`src/rtl/shift_cmd_pkg.sv`:
```
// Shared definitions for the shift command sequencer: op encoding (same
// encoding as the shift register's {s1,s0} mode selects), FSM states and
// default widths.
package shift_cmd_pkg;

  localparam int DEF_CNT_W = 4;
  localparam int DEF_SER_W = 8;

  localparam logic [1:0] OP_HOLD = 2'b00;
  localparam logic [1:0] OP_SHR  = 2'b01;
  localparam logic [1:0] OP_SHL  = 2'b10;
  localparam logic [1:0] OP_LOAD = 2'b11;

  typedef enum logic [1:0] {
    IDLE = 2'd0,
    RUN  = 2'd1,
    DONE = 2'd2
  } state_t;

endpackage

```
`src/rtl/shift_cmd_serializer.sv`:
```
// Serial source word for the sequencer. A load can shift in the same cycle,
// because the first serial bit of a command goes straight from the command
// word to the output register; the stored word then already holds the bit
// that comes next at o_lo (shift-right) or o_hi (shift-left). Zero fill, so a
// word that runs dry keeps feeding 0.
module shift_cmd_serializer
  import shift_cmd_pkg::*;
#(
  parameter int SER_W = DEF_SER_W
) (
  input  logic             CLK,
  input  logic             i_load,
  input  logic             i_shr,
  input  logic             i_shl,
  input  logic [SER_W-1:0] i_d,
  output logic             o_lo,
  output logic             o_hi
);

  logic [SER_W-1:0] r_word;

  // Load (optionally pre-shifted) or shift the serial word with zero fill.
  always_ff @(posedge CLK) begin
    if (i_load) begin
      if (i_shr)      r_word <= i_d >> 1;
      else if (i_shl) r_word <= i_d << 1;
      else            r_word <= i_d;
    end else if (i_shr) begin
      r_word <= r_word >> 1;
    end else if (i_shl) begin
      r_word <= r_word << 1;
    end
  end

  assign o_lo = r_word[0];
  assign o_hi = r_word[SER_W-1];

endmodule

```
`src/rtl/shift_cmd_sequencer.sv`:
```
// Command sequencer for the 3-bit universal shift register. Accepts
// HOLD/SHR/SHL/LOAD commands over valid/ready, drives the mode selects,
// serial inputs and parallel-load bus cycle by cycle, then pulses done.
// Every output is a register loaded from the next-state logic, so the first
// RUN cycle appears the cycle after the handshake edge.
// Optional build macro SHIFT_CMD_ABORT_EN adds an abort input that cuts a
// running command short and goes straight to DONE.
module shift_cmd_sequencer
  import shift_cmd_pkg::*;
#(
  parameter int WIDTH = 3,
  parameter int CNT_W = DEF_CNT_W,
  parameter int SER_W = DEF_SER_W
) (
  input  logic             CLK,
  input  logic             Clear,
  input  logic             cmd_valid,
  output logic             cmd_ready,
  input  logic [1:0]       cmd_op,
  input  logic [CNT_W-1:0] cmd_cnt,
  input  logic [SER_W-1:0] cmd_ser,
  input  logic [WIDTH-1:0] cmd_par,
`ifdef SHIFT_CMD_ABORT_EN
  input  logic             abort,
`endif
  output logic             s1,
  output logic             s0,
  output logic             MSB_in,
  output logic             LSB_in,
  output logic [WIDTH-1:0] I_par,
  output logic             busy,
  output logic             done
);

  state_t           r_state, w_nxt_state;
  logic [1:0]       r_op, w_nxt_op;
  logic [CNT_W-1:0] r_cnt, w_nxt_cnt;

  logic             r_ready, w_nxt_ready;
  logic [1:0]       r_s, w_nxt_s;
  logic             r_msb, w_nxt_msb;
  logic             r_lsb, w_nxt_lsb;
  logic [WIDTH-1:0] r_par, w_nxt_par;
  logic             r_busy, w_nxt_busy;
  logic             r_done, w_nxt_done;

  logic             w_hs;
  logic             w_abort;
  logic             w_ser_load, w_ser_shr, w_ser_shl;
  logic             w_ser_lo, w_ser_hi;

`ifdef SHIFT_CMD_ABORT_EN
  assign w_abort = abort;
`else
  assign w_abort = 1'b0;
`endif

  assign w_hs = cmd_valid & r_ready;

  shift_cmd_serializer #(
    .SER_W (SER_W)
  ) u_ser (
    .CLK    (CLK),
    .i_load (w_ser_load),
    .i_shr  (w_ser_shr),
    .i_shl  (w_ser_shl),
    .i_d    (cmd_ser),
    .o_lo   (w_ser_lo),
    .o_hi   (w_ser_hi)
  );

  // Next state plus the output values the shift register sees next cycle.
  always_comb begin
    w_nxt_state = r_state;
    w_nxt_op    = r_op;
    w_nxt_cnt   = r_cnt;
    w_nxt_ready = 1'b0;
    w_nxt_s     = OP_HOLD;
    w_nxt_msb   = 1'b0;
    w_nxt_lsb   = 1'b0;
    w_nxt_par   = '0;
    w_nxt_busy  = 1'b0;
    w_nxt_done  = 1'b0;
    w_ser_load  = 1'b0;
    w_ser_shr   = 1'b0;
    w_ser_shl   = 1'b0;

    case (r_state)
      IDLE: begin
        w_nxt_ready = 1'b1;
        if (w_hs) begin
          w_nxt_ready = 1'b0;
          w_nxt_busy  = 1'b1;
          w_nxt_op    = cmd_op;
          w_ser_load  = 1'b1;
          // HOLD and zero-count shifts skip RUN entirely.
          w_nxt_state = DONE;
          w_nxt_done  = 1'b1;
          case (cmd_op)
            OP_LOAD: begin
              w_nxt_state = RUN;
              w_nxt_done  = 1'b0;
              w_nxt_s     = OP_LOAD;
              w_nxt_par   = cmd_par;
              w_nxt_cnt   = '0;
            end
            OP_SHR: begin
              if (cmd_cnt != '0) begin
                w_nxt_state = RUN;
                w_nxt_done  = 1'b0;
                w_nxt_s     = OP_SHR;
                w_nxt_msb   = cmd_ser[0];
                w_nxt_cnt   = cmd_cnt - CNT_W'(1);
                w_ser_shr   = 1'b1;
              end
            end
            OP_SHL: begin
              if (cmd_cnt != '0) begin
                w_nxt_state = RUN;
                w_nxt_done  = 1'b0;
                w_nxt_s     = OP_SHL;
                w_nxt_lsb   = cmd_ser[SER_W-1];
                w_nxt_cnt   = cmd_cnt - CNT_W'(1);
                w_ser_shl   = 1'b1;
              end
            end
            default: ;
          endcase
        end
      end

      RUN: begin
        w_nxt_busy = 1'b1;
        // r_cnt counts RUN cycles still to come after the current one.
        if (w_abort || (r_cnt == '0)) begin
          w_nxt_state = DONE;
          w_nxt_done  = 1'b1;
        end else begin
          w_nxt_cnt = r_cnt - CNT_W'(1);
          w_nxt_s   = r_op;
          if (r_op == OP_SHR) begin
            w_nxt_msb = w_ser_lo;
            w_ser_shr = 1'b1;
          end else if (r_op == OP_SHL) begin
            w_nxt_lsb = w_ser_hi;
            w_ser_shl = 1'b1;
          end
        end
      end

      DONE: begin
        w_nxt_state = IDLE;
        w_nxt_ready = 1'b1;
      end

      default: begin
        w_nxt_state = IDLE;
      end
    endcase
  end

  // State, command context and registered outputs; Clear aborts anything.
  always_ff @(posedge CLK) begin
    if (Clear) begin
      r_state <= IDLE;
      r_op    <= OP_HOLD;
      r_cnt   <= '0;
      r_ready <= 1'b0;
      r_s     <= OP_HOLD;
      r_msb   <= 1'b0;
      r_lsb   <= 1'b0;
      r_par   <= '0;
      r_busy  <= 1'b0;
      r_done  <= 1'b0;
    end else begin
      r_state <= w_nxt_state;
      r_op    <= w_nxt_op;
      r_cnt   <= w_nxt_cnt;
      r_ready <= w_nxt_ready;
      r_s     <= w_nxt_s;
      r_msb   <= w_nxt_msb;
      r_lsb   <= w_nxt_lsb;
      r_par   <= w_nxt_par;
      r_busy  <= w_nxt_busy;
      r_done  <= w_nxt_done;
    end
  end

  assign cmd_ready = r_ready;
  assign s1        = r_s[1];
  assign s0        = r_s[0];
  assign MSB_in    = r_msb;
  assign LSB_in    = r_lsb;
  assign I_par     = r_par;
  assign busy      = r_busy;
  assign done      = r_done;

endmodule

```
`config.mk`:
```
export PLATFORM = sky130hd
export DESIGN_NAME = shift_cmd_sequencer
export DESIGN_NICKNAME = d
export VERILOG_FILES = /design/src/rtl/shift_cmd_pkg.sv /design/src/rtl/shift_cmd_serializer.sv /design/src/rtl/shift_cmd_sequencer.sv
export SDC_FILE = /design/constraint.sdc
export NUM_CORES = 1
export LEC_CHECK = 0
export BUFFER_PORTS_ARGS = -buffer_cell sky130_fd_sc_hd__buf_2
export CAP_MARGIN = 20
export CORE_ASPECT_RATIO = 1.25
export CORE_MARGIN = 10
export CORE_UTILIZATION = 35
export DETAILED_ROUTE_END_ITERATION = 7
export PLACE_DENSITY = 0.64
export SLEW_MARGIN = 20
export SYNTH_ARGS = -nofsm -noshare
export SYNTH_HDL_FRONTEND = slang
export SYNTH_SLANG_ARGS = --single-unit
```
`constraint.sdc`:
```
create_clock -name CLK -period 5.8 [get_ports CLK]
set_input_delay 1.16 -clock CLK [delete_from_list [all_inputs] [get_ports CLK]]
set_output_delay 1.16 -clock CLK [all_outputs]
set_load 0.02 [all_outputs]
```
## Word-level counts from Yosys, hierarchy flattened

Index checks and enable logic that the tools add are counted.

| word-level totals | value |
|---|---|
| bits in registers | 26 |
| bits of input ports | 20 |
| output and inout port bits | 10 |
| logic and storage cells | 95 |

| operators by class | value |
|---|---|
| add/subtract/negate cells | 2 |
| equality and inequality tests | 12 |
| muxes and demuxes | 56 |
| bitwise gates (word level) | 4 |
| reductions and logical operators | 10 |

Operators with widths:

| operator | count |
|---|---|
| $mux W8 | 5 |
| $mux W1 | 28 |
| $pmux W1 S2 | 8 |
| $pmux W4 S2 | 2 |
| $mux W2 | 6 |
| $mux W4 | 3 |
| $pmux W2 S2 | 3 |
| $eq A2 B2 Y1 const B | 4 |
| $sub A4 B1 Y4 const B | 2 |
| $eq A2 B1 Y1 const B | 3 |
| $ne A2 B2 Y1 const B | 3 |
| $pmux W2 S3 | 1 |
| $reduce_and A5 Y1 | 1 |
| $logic_not A4 Y1 | 1 |
| $reduce_and A2 Y1 | 2 |
| $reduce_bool A4 Y1 | 1 |
| $reduce_or A4 Y1 | 1 |
| $ne A3 B2 Y1 const B | 1 |
| $ne A3 B3 Y1 const B | 1 |
| $not A1 Y1 | 3 |
| $reduce_bool A3 Y1 | 1 |
| $logic_not A2 Y1 | 1 |
| $reduce_bool A2 Y1 | 1 |
| $reduce_or A2 Y1 | 1 |
| $and A1 B1 Y1 | 1 |

## Longest topological paths before layout

| logic depth | value |
|---|---|
| depth in word-level cells | 8 |
| depth in mapped cells | 7 |
| gate-level depth less buffers | 6 |

## Hierarchy

A second synthesis with hierarchy kept.

| unflattened totals | value |
|---|---|
| cells, all modules | 135 |
| area, all modules | 1,466.4 um2 |

Modules (own cells, without submodules):

| module | times used | cells an instance | area each (um2) | seq. area each (um2) |
|---|---|---|---|---|
| shift_cmd_sequencer | 1 | 105 | 942.2 | 360.3 |
| shift_cmd_serializer | 1 | 30 | 524.3 | 240.2 |

## Least setup slack after synthesis

Ideal clock, no wire load.

| timing path | value |
|---|---|
| path kind | input to register |
| from | input cmd_cnt[0] |
| to | register u_ser.r_word[4] (data pin) |
| library setup time | 292 ps |
| data arrival time | 2,512 ps |
| path slack | 2,996 ps |
| stages | 7 |
| path buffers | 1 |
| path through | inv_1 ha_1 or3b_1 buf_6 a32oi_4 mux2i_1 a221oi_2 |

| on the way | value |
|---|---|
| longest elaborated chain between the ends | 8 |
| elaborated cells on any way between the ends | 12 |
| those cells by class | mux (11); reduce/logical (1) |

RTL lines:

| item | RTL line | text |
|---|---|---|
| from (decl) | shift_cmd_sequencer.sv:20 | `input logic [CNT_W-1:0] cmd_cnt,` |
| $reduce_bool A4 Y1 * | shift_cmd_sequencer.sv:108, shift_cmd_sequencer.sv:118 |  |
| $mux W1 * | shift_cmd_sequencer.sv:108, shift_cmd_sequencer.sv:118 |  |
| $mux W1 | shift_cmd_sequencer.sv:99 | `case (cmd_op)` |
| $mux W1 | shift_cmd_sequencer.sv:91 | `if (w_hs) begin` |
| $pmux W1 S2 | shift_cmd_sequencer.sv:88 | `case (r_state)` |
| $mux W8 | shift_cmd_serializer.sv:26 | `else if (i_shl) r_word <= i_d << 1;` |
| $mux W8 | shift_cmd_serializer.sv:25 | `if (i_shr) r_word <= i_d >> 1;` |
| $mux W8 * | shift_cmd_serializer.sv:24 | `if (i_load) begin` |
| to (signal assigned) | shift_cmd_serializer.sv:25 |  |
| to (signal assigned) | shift_cmd_serializer.sv:26 |  |
| to (signal assigned) | shift_cmd_serializer.sv:27 | `else r_word <= i_d;` |
| to (decl) | shift_cmd_serializer.sv:20 | `logic [SER_W-1:0] r_word;` |

Mark *: on every way between the ends. The rest lies on a longest branch, timed or not.
A chain may end at the register's enable or synchronous reset.

## Worst setup path in the final report

| timing path | value |
|---|---|
| from | input cmd_valid |
| to | register u_ser.r_word[2] (data pin) |

| on the way | value |
|---|---|
| longest elaborated chain between the ends | 6 |
| elaborated cells on any way between the ends | 11 |
| those cells by class | mux (10); bitwise (1) |

RTL lines:

| item | RTL line | text |
|---|---|---|
| from (decl) | shift_cmd_sequencer.sv:17 | `input logic cmd_valid,` |
| $and A1 B1 Y1 * | shift_cmd_sequencer.sv:58 | `assign w_hs = cmd_valid & r_ready;` |
| $mux W1 | shift_cmd_sequencer.sv:91 |  |
| $pmux W1 S2 | shift_cmd_sequencer.sv:88 |  |
| $mux W8 | shift_cmd_serializer.sv:26 |  |
| $mux W8 | shift_cmd_serializer.sv:25 |  |
| $mux W8 * | shift_cmd_serializer.sv:24 |  |

Marked as above.

==> impl_metrics.json <==
{
  "outcome": "complete, no violations",
  "tns_ns": 0,
  "rsz0062_at_grt": "no",
  "die_h_um": 93.66,
  "place_inst": 237,
  "clkTransAtPathRegs_ns": 0.10,
  "path_cells": "buf_2 > nand4bb_1 > a21oi_1 > a221oi_2",
  "grt_max_degree": 17,
  "cp-end-kind": "flip-flop",
  "num_rows": 26,
  "synthCells": 158,
  "vdd_drop_max_mv": 0.08583,
  "cts_hold_buf": 0,
  "synth_compound_area_share_pct": 20.51,
  "ys_ff_latch": 26,
  "grt_use_total_pct": 9.171,
  "fp.dieW_um": 78.92,
  "start_util_pct": 36.77,
  "cts_max_path_buffers": 2,
  "dr.pass1.iters": 4,
  "dpl.hpwl_um": 2780,
  "dp_slack_ns": 2.543,
  "vias_per_cell": 5.108,
  "setup_viol": 0,
  "htree_levels": 1,
  "yosysMostFrequentCell": "dfxtp_1",
  "p_leak_nw": 0.7755,
  "coreArea_um2": 4131,
  "drt-total-wl_um": 3464,
  "postLayoutCoreUtil_pct": 42.91,
  "cts_tree": "built",
  "synth-xor-area-share_pct": 0.5766,
  "max_stage_delay_ns": 0.90,
  "die_area_um2": 7391,
  "synth_top_family_by_area": "simple AND/OR/NAND/NOR gates",
  "fillers": 440,
  "path_class": "in -> reg",
  "drc": 0,
  "seqCellArea_um2": 600.6,
  "synth_top_area_share_pct": 23.72,
  "synthMuxAreaShare_pct": 8.567,
  "critPathBufInv": 1,
  "cts_num_sinks": 26,
  "worstPathArrival_ns": 2.95,
  "hold_ws_ns": 0.5255,
  "grt_pass1_vias": 1285,
  "synth_fa_ha_area_share_pct": 4.942,
  "crit_fanout": 16,
  "place.gp.congestion": 0.7827,
  "min_path_type": "reg -> reg",
  "cts_resized": 0,
  "p_total_uw": 409.4,
  "yosys-top-cells-count": "dfxtp_1 (18), nor2_1 (15), mux2i_1 (13)",
  "p_per_area_nw_per_um2": 230.9,
  "portBuffers": 29,
  "critical_path.top_delay_family": "compound AO/OA/AOI/OAI gates",
  "fin_area_um2": 1773,
  "pin_count": 30,
  "ys_top_cells_by_area": "dfxtp_1 (24%), edfxtp_1 (16%), mux2i_1 (8.6%)",
  "final_nets": 212,
  "finalNonFillerCells": 241,
  "ys_async_sr_fraction_pct": 0,
  "fmax_mhz": 338.0,
  "fin_skew_ns": 0.007226,
  "routedWlPerCell_um": 14.37,
  "grt_overflow": 0,
  "worstPathRequired_ns": 5.79,
  "dpl_cell_area_um2": 1707,
  "vias": 1231,
  "synth_cell_type_count": 43,
  "antenna_cells": 0,
  "yosys_most_used_dff": "dfxtp_1",
  "avgSynthCellArea_um2": 9.614,
  "clkLatencyLatePin_ns": 0.27,
  "ys.warnings.count": 0,
  "hold_viol": 0,
  "slew_violations": 0,
  "synth-edff-count": 8,
  "worst_slack_ns": 2.842,
  "ys_seq_area_share_pct": 39.54,
  "root_buffer": "clkbuf_8",
  "syn_to_final_growth_pct": 16.72,
  "drive_above_1_share_pct": 23.78,
  "drt_iter0_drc": 79,
  "synth.net_count": 184,
  "synth.cell_area_um2": 1519,
  "multiInputGateArea_um2": 857.1,
  "startpoint_type": "primary input",
  "crit_slowest_cell": "a21oi_1",
  "yosysTopAreaCell": "dfxtp_1",
  "maxSlewHeadroom_pct": 45.84,
  "grt_antenna_before_repair": 0,
  "grt_pass1_wl_um": 5699,
  "post-route-min-period_ns": 2.958,
  "worstMarginPinSlew_ns": 0.8078,
  "ant_nets": 0,
  "postCtsSetupBuffers": 0,
  "synthSimpleGateAreaFrac_pct": 21.83,
  "cts_made_buffers": 3,
  "maxCapViolations": 0,
  "min_period_over_period_pct": 51.01
}
## layout by cell type, fill, tap and decap left out, types with 3 or more instances in the layout
master | Yosys | final
buf_2 | 0 | 29
dfxtp_1 | 18 | 18
nor2_1 | 15 | 15
mux2i_1 | 13 | 13
a21oi_1 | 11 | 11
nand2_1 | 10 | 10
edfxtp_1 | 8 | 8
inv_1 | 7 | 7
nor3_1 | 7 | 7
a221oi_2 | 6 | 6
ha_1 | 6 | 6
nor2b_1 | 3 | 3
nand3_1 | 3 | 3
nor3b_1 | 3 | 3
o21ai_0 | 3 | 3
and2_1 | 3 | 3
a21o_1 | 3 | 3
clkbuf_8 | 0 | 3
## path summary, 6_finish.rpt
kind                                     to                    start  depth (start not counted)  slack [ns]
setup / recovery  u_ser.r_word[2]$_DFFE_PP_                cmd_valid                          4        2.84
hold / removal        r_cnt[1]$_SDFFE_PP0P_    r_cnt[1]$_SDFFE_PP0P_                          2        0.53
setup reg to reg  u_ser.r_word[2]$_DFFE_PP_  r_state[1]$_SDFFE_PP0P_                          3        3.37
hold reg to reg       r_cnt[1]$_SDFFE_PP0P_    r_cnt[1]$_SDFFE_PP0P_                          2        0.53
## layer usage
metal  track usage, %  share of wire, %
met5                0                 0
met1            10.99                47
met3            1.533               2.8
met4            2.246              0.61
met2            16.48                50
## power breakdown
| group | leakage [nW] | switching, mW | internal (mW) | total (mW) |
|---|---|---|---|---|
| Sequential | 0.220 | 0.00594 | 0.197 | 0.203 |
| Clock | 0.0339 | 0.0591 | 0.0750 | 0.134 |
| Combinational | 0.522 | 0.0411 | 0.0314 | 0.0725 |
| Total | 0.775 | 0.106 | 0.303 | 0.409 |
## flip-flops by register name (all words and copies together), names as in the netlist
signal and cells:
I_par 3, LSB_in 1, MSB_in 1, busy 1, cmd_ready 1, done 1
r_cnt 4, r_op 2, r_s 2, r_state 2, u_ser.r_word 8
## cell type report
class                           instances  area share, %
Tap cell                               56          3.952
Timing Repair Buffer                   30          8.610
Multi-Input combinational cell        118          48.34
Sequential cell                        26          33.87
Inverter                                7          1.482
Clock buffer                            4          3.740
## cell families after synthesis
family	Yosys count
flops	26
fa+ha+maj	6
simple gates	60
buf+inv	14
xor+xnor	1
mux	13
compound gates	38
## tightest hold or removal path, delay by kind of cell (launching register included)
| family | cells | cell delay [ns] |
|---|---|---|
| flops | 1 | 0.33 |
| simple gates | 2 | 0.16 |
(Power assumes the default switching activity.)
